### config.mk
export PLATFORM = sky130hd
export DESIGN_NAME = reg_cmd_sequencer
export DESIGN_NICKNAME = d
export VERILOG_FILES = /design/src/rtl/reg_cmd_sequencer.sv
export SDC_FILE = /design/constraint.sdc
export NUM_CORES = 1
export LEC_CHECK = 0
export CAP_MARGIN = 15
export CELL_PAD_IN_SITES_DETAIL_PLACEMENT = 1
export CELL_PAD_IN_SITES_GLOBAL_PLACEMENT = 1
export CORE_MARGIN = 1
export CORE_UTILIZATION = 33
export DETAILED_ROUTE_END_ITERATION = 6
export HOLD_SLACK_MARGIN = 0.05
export MAX_ROUTING_LAYER = met4
export PLACE_DENSITY_LB_ADDON = 0.12
export SKIP_CTS_REPAIR_TIMING = 1
export SYNTH_ARGS = -nofsm -noshare
export SYNTH_HDL_FRONTEND = slang
export SYNTH_SLANG_ARGS = --single-unit
export TNS_END_PERCENT = 50
### constraint.sdc
create_clock -name clk -period 2.6 [get_ports clk]
set_input_delay 0.78 -clock clk [delete_from_list [all_inputs] [get_ports clk]]
set_output_delay 0.78 -clock clk [all_outputs]
set_load 0.005 [all_outputs]
### src/rtl/reg_cmd_sequencer.sv
// Purpose: expands host commands into single-cycle register/ALU control pulses and returns the final register value.
// Latency: NOP 2, CLEAR/LOAD 3, INC/DEC/SHR/SHL 3+cnt, ALU 4 cycles from the acceptance edge to rsp_valid.
// Backpressure: one command in flight; cmd_ready is low until the response handshakes, and rsp_data is held while rsp_ready=0.
module reg_cmd_sequencer #(
  parameter int WIDTH = 4,
  parameter int CNT_W = 2
) (
  input  logic             clk,
  input  logic             rst,
  input  logic             cmd_valid,
  output logic             cmd_ready,
  input  logic [2:0]       cmd_op,
  input  logic [2:0]       cmd_aluoc,
  input  logic [WIDTH-1:0] cmd_data,
  input  logic [CNT_W-1:0] cmd_cnt,
  output logic             reg_cl,
  output logic             reg_ld,
  output logic             reg_inc,
  output logic             reg_dec,
  output logic             reg_sr,
  output logic             reg_ir,
  output logic             reg_sl,
  output logic             reg_il,
  output logic [WIDTH-1:0] reg_in,
  input  logic [WIDTH-1:0] reg_out,
  output logic [2:0]       alu_oc,
  output logic [WIDTH-1:0] alu_a,
  output logic [WIDTH-1:0] alu_b,
  input  logic [WIDTH-1:0] alu_f,
  output logic             rsp_valid,
  input  logic             rsp_ready,
  output logic [WIDTH-1:0] rsp_data
);

  typedef enum logic [2:0] {S_IDLE, S_EXEC, S_ISSUE, S_SETTLE, S_RESP} state_t;

  localparam logic [2:0] OP_NOP   = 3'd0;
  localparam logic [2:0] OP_CLEAR = 3'd1;
  localparam logic [2:0] OP_LOAD  = 3'd2;
  localparam logic [2:0] OP_INC   = 3'd3;
  localparam logic [2:0] OP_DEC   = 3'd4;
  localparam logic [2:0] OP_SHR   = 3'd5;
  localparam logic [2:0] OP_SHL   = 3'd6;
  localparam logic [2:0] OP_ALU   = 3'd7;

  state_t             state_q, state_d;
  logic [2:0]         op_q, op_d;
  logic [WIDTH-1:0]   data_q, data_d;
  logic [CNT_W-1:0]   cnt_q, cnt_d;
  logic               cmd_ready_q, cmd_ready_d;
  logic               cl_q, cl_d, ld_q, ld_d, inc_q, inc_d, dec_q, dec_d;
  logic               sr_q, sr_d, ir_q, ir_d, sl_q, sl_d, il_q, il_d;
  logic [WIDTH-1:0]   reg_in_q, reg_in_d;
  logic [2:0]         alu_oc_q, alu_oc_d;
  logic [WIDTH-1:0]   alu_a_q, alu_a_d, alu_b_q, alu_b_d;
  logic               rsp_valid_q, rsp_valid_d;
  logic [WIDTH-1:0]   rsp_data_q, rsp_data_d;

  // Next state plus next values of every registered output; controls are derived from the state being entered.
  always_comb begin
    state_d     = state_q;
    op_d        = op_q;
    data_d      = data_q;
    cnt_d       = cnt_q;
    reg_in_d    = reg_in_q;
    alu_oc_d    = alu_oc_q;
    alu_a_d     = alu_a_q;
    alu_b_d     = alu_b_q;
    rsp_data_d  = rsp_data_q;
    cl_d  = 1'b0; ld_d = 1'b0; inc_d = 1'b0; dec_d = 1'b0;
    sr_d  = 1'b0; ir_d = 1'b0; sl_d  = 1'b0; il_d  = 1'b0;

    case (state_q)
      S_IDLE: begin
        if (cmd_valid) begin
          op_d   = cmd_op;
          data_d = cmd_data;
          // Only the repeatable ops honour the count; everything else is a single pulse.
          cnt_d  = (cmd_op >= OP_INC && cmd_op <= OP_SHL) ? cmd_cnt : '0;
          if (cmd_op == OP_NOP) begin
            state_d = S_SETTLE;
          end else if (cmd_op == OP_ALU) begin
            state_d  = S_EXEC;
            alu_a_d  = reg_out;
            alu_b_d  = cmd_data;
            alu_oc_d = cmd_aluoc;
          end else begin
            state_d = S_ISSUE;
          end
        end
      end
      S_EXEC: begin
        // reg_in doubles as the holding register for the ALU result.
        reg_in_d = alu_f;
        state_d  = S_ISSUE;
      end
      S_ISSUE: begin
        if (cnt_q != '0) begin
          cnt_d = cnt_q - CNT_W'(1);
        end else begin
          state_d = S_SETTLE;
        end
      end
      S_SETTLE: begin
        rsp_data_d = reg_out;
        state_d    = S_RESP;
      end
      S_RESP: begin
        if (rsp_ready) state_d = S_IDLE;
      end
      default: state_d = S_IDLE;
    endcase

    if (state_d == S_ISSUE) begin
      case (op_d)
        OP_CLEAR: cl_d = 1'b1;
        OP_LOAD: begin
          ld_d     = 1'b1;
          reg_in_d = data_d;
        end
        OP_ALU:   ld_d  = 1'b1;
        OP_INC:   inc_d = 1'b1;
        OP_DEC:   dec_d = 1'b1;
        OP_SHR: begin
          sr_d = 1'b1;
          ir_d = data_d[0];
        end
        OP_SHL: begin
          sl_d = 1'b1;
          il_d = data_d[0];
        end
        default: ;
      endcase
    end

    cmd_ready_d = (state_d == S_IDLE);
    rsp_valid_d = (state_d == S_RESP);
  end

  // State and output registers with synchronous reset; reset abandons any command in flight.
  always_ff @(posedge clk) begin
    if (rst) begin
      state_q     <= S_IDLE;
      op_q        <= '0;
      data_q      <= '0;
      cnt_q       <= '0;
      cmd_ready_q <= 1'b1;
      cl_q <= 1'b0; ld_q <= 1'b0; inc_q <= 1'b0; dec_q <= 1'b0;
      sr_q <= 1'b0; ir_q <= 1'b0; sl_q  <= 1'b0; il_q  <= 1'b0;
      reg_in_q    <= '0;
      alu_oc_q    <= '0;
      alu_a_q     <= '0;
      alu_b_q     <= '0;
      rsp_valid_q <= 1'b0;
      rsp_data_q  <= '0;
    end else begin
      state_q     <= state_d;
      op_q        <= op_d;
      data_q      <= data_d;
      cnt_q       <= cnt_d;
      cmd_ready_q <= cmd_ready_d;
      cl_q <= cl_d; ld_q <= ld_d; inc_q <= inc_d; dec_q <= dec_d;
      sr_q <= sr_d; ir_q <= ir_d; sl_q  <= sl_d;  il_q  <= il_d;
      reg_in_q    <= reg_in_d;
      alu_oc_q    <= alu_oc_d;
      alu_a_q     <= alu_a_d;
      alu_b_q     <= alu_b_d;
      rsp_valid_q <= rsp_valid_d;
      rsp_data_q  <= rsp_data_d;
    end
  end

  assign cmd_ready = cmd_ready_q;
  assign reg_cl    = cl_q;
  assign reg_ld    = ld_q;
  assign reg_inc   = inc_q;
  assign reg_dec   = dec_q;
  assign reg_sr    = sr_q;
  assign reg_ir    = ir_q;
  assign reg_sl    = sl_q;
  assign reg_il    = il_q;
  assign reg_in    = reg_in_q;
  assign alu_oc    = alu_oc_q;
  assign alu_a     = alu_a_q;
  assign alu_b     = alu_b_q;
  assign rsp_valid = rsp_valid_q;
  assign rsp_data  = rsp_data_q;

endmodule

==> results.py <==
metrics = {
    "route": {
        "wl_per_cell_um": 14.61,
        "first_pass_iters": 6,
        "via_per_inst": 4.632,
        "drt_wl_total_um": 4486,
        "drt.antenna.violating_nets": 0,
        "drc": 0,
        "vias": 1422,
        "dr.first_iter.drc_count": 67,
    },
    "setup_path": {
        "cp-end-kind": "flip-flop",
        "crit_path_start_kind": "input port",
        "crit_fanout": 4,
        "cp.arrival_ps": 2640,
        "worstPathRequired_ps": 2780,
        "crit_type": "in2reg",
        "r2r_setup_slack_ps": 620,
    },
    "timing": {
        "finalSetupTns_ps": 0,
        "period_share_pct": 94.43,
        "finClkSkew_ps": 12.37,
        "final-max-slew-violation-count": 0,
        "hold_ws_ps": 463.1,
        "fmax_mhz": 407.3,
        "worst_pin_slew_ps": 512.9,
        "rsz0062_at_grt": "no",
        "post-route-min-period_ps": 2455,
        "setup_viol": 0,
        "hold_viol": 0,
        "relSlewSlack_pct": 65.66,
    },
    "final_layout": {
        "fin_nets": 264,
        "layout_common_cells": "clkdlybuf4s50_1 (52), dfxtp_1 (41), nand2_1 (28), nor2_1 (26), buf_4 (17)",
        "fill_cells": 550,
        "final_common_cell": "clkdlybuf4s50_1",
        "diodes": 0,
        "area_growth_pct": 47.80,
        "drive_gt1_share_pct": 15.42,
    },
    "grt": {
        "grtUsageMet3_pct": 4.306,
        "track_usage_pct": 19.50,
        "grt.overflow.total": 0,
        "grt_pass1_vias": 1542,
        "busiest_layer": "met2",
        "grt_max_degree": 15,
        "grt_first_pass_wirelength_um": 7389,
        "met1_usage_pct": 22.59,
        "met2_usage_pct": 32.81,
        "antenna_found_initial": 0,
    },
    "die": {
        "start_util_pct": 34.30,
        "coreArea_um2": 4723,
        "die_h_um": 72.07,
        "pin_count": 53,
        "rows": 25,
        "die_width_um": 72.07,
        "die_area_um2": 5194,
    },
    "synthesis": {
        "syn_inst": 172,
        "ys_types": 32,
        "ys_seq_area_share_pct": 50.66,
        "ys_ff_latch": 41,
        "yosysWarnings": 0,
        "yosys_most_used_dff": "dfxtp_1",
        "synth.largest_area_cell": "dfxtp_1",
        "synth_nets": 197,
        "syn_area_um2": 1620,
        "synth_edf_count": 0,
        "synthTopCellsByArea": "dfxtp_1 (51%), mux2i_1 (9.3%), nand2_1 (6.5%)",
        "synth-async-reset-ratio_pct": 0,
        "netlist.area_leader.share_pct": 50.66,
        "avgSynthCellArea_um2": 9.420,
    },
    "placed_design": {
        "io_buffers": 52,
        "gp_congestion": 0.8151,
        "dpl.hpwl_um": 3418,
    },
    "clock_tree": {
        "clock_sinks": 41,
        "h-tree-depth": 2,
        "cts-root-buf": "clkbuf_8",
        "clkSlewWorstSetupHoldPaths_ps": 70,
        "numCtsBuffers": 5,
        "insertion_delay_ps": 300,
        "cts.path.max_buffers": 2,
        "tritoncts": "built",
    },
    "flow_run": {
        "drv_cap": 0,
    },
    "hold_path": {
        "min_path_type": "reg2reg",
    },
    "power_and_ir_drop": {
        "p_int_mw": 1.028,
        "p_per_area_nw_per_um2": 594.2,
        "power_switching_uw": 395.4,
        "pwr-share-clk_pct": 29.0,
        "p_sw_share_pct": 27.79,
        "pwr-share-comb_pct": 22.2,
        "vdd_ir_drop_max_v": 0.0003088,
        "leakage_nw": 0.9339,
        "p_seq_share_pct": 48.8,
    },
    "status": {
        "status": "finished, final reports clean",
    },
}
-- cell families after synthesis --
logic type	after synthesis	synth area share (%)
flops	41	50.66
buf+inv	11	3.165
xor+xnor	2	1.081
compound gates	20	6.951
mux	22	15.29
simple gates	75	22.09
fa+ha+maj	1	0.7721
-- worst paths after layout --
kind,start,depth (start not counted),endpoint
worst min register to register,alu_b[2]$_SDFFE_PP0P_,2,alu_b[2]$_SDFFE_PP0P_
worst max register to register,state_q[2]$_SDFF_PP0_,5,reg_in[1]$_SDFF_PP0_
worst min-delay path,alu_b[2]$_SDFFE_PP0P_,2,alu_b[2]$_SDFFE_PP0P_
worst max-delay path,cmd_valid,6,reg_in[1]$_SDFF_PP0_
-- per-layer routing --
layer / share of wire [%] / wire [um] / vias up
met5: 0 / 0 / -
met4: 1.6 / 70 / 0
met3: 3.9 / 177 / 5
met2: 49 / 2205 / 35
met1: 45 / 2033 / 674
li1: - / - / 708
-- synthesized netlist by cell type (all sizes together), types with 2 or more instances --
cell and instances:
nand2 28, mux2i 15, inv 2, nor3 6
nor2 26, a21oi 16, nor3b 2, dfxtp 41
buf 5, and2 2, clkbuf 4, nand3 3
mux2 7
-- sequential cells by signal, indices dropped and copies added, names as in the netlist, 2 cells and up --
name      flops
reg_in        4
state_q       3
rsp_data      4
op_q          3
cnt_q         2
data_q        4
alu_oc        3
alu_b         4
alu_a         4
-- worst max-delay path, cell delays in order --
cell,delay [ps]
clkdlybuf4s50_1,490
nor4b_4,310
buf_4,200
mux2i_1,240
and4_4,310
mux2_4,310
-- power groups by stage --
stage / combinational [mW] / sequential (mW) / clock [mW]
2_1_floorplan: 0.173 / 0.696 / 0
3_3_place_gp: 0.303 / 0.706 / 0
3_5_place_dp: 0.315 / 0.708 / 0
4_1_cts: 0.319 / 0.694 / 0.426
5_1_grt: 0.347 / 0.700 / 0.451
6_report: 0.316 / 0.694 / 0.413
-- area by class of cell --
| cell class | count | area [um2] | share of cell area, % |
|---|---|---|---|
| inverter | 2 | 7.507 | 0.3135 |
| timing repair buffer | 69 | 648.1 | 27.06 |
| sequential | 41 | 820.8 | 34.27 |
| tap | 67 | 83.83 | 3.501 |
| clock inverter | 3 | 17.52 | 0.7315 |
| multi-input combinational | 120 | 748.2 | 31.24 |
| clock buffer | 5 | 68.82 | 2.874 |
-- through the flow --
stage                     power [mW]  instances  cell area [um2]  util (%)  setup WS [ps]
after floorplan               0.8696        172             1620         -          364.7
after global placement         1.008        299             2308     48.87         -91.84
after detailed placement       1.024        299             2308     48.87         -158.1
after CTS                      1.439        307             2395     50.70          132.7
after global routing           1.497        307             2395     50.70          41.22
final                          1.423        307             2395     50.70          144.8
Power figures use the tool's default switching activity.
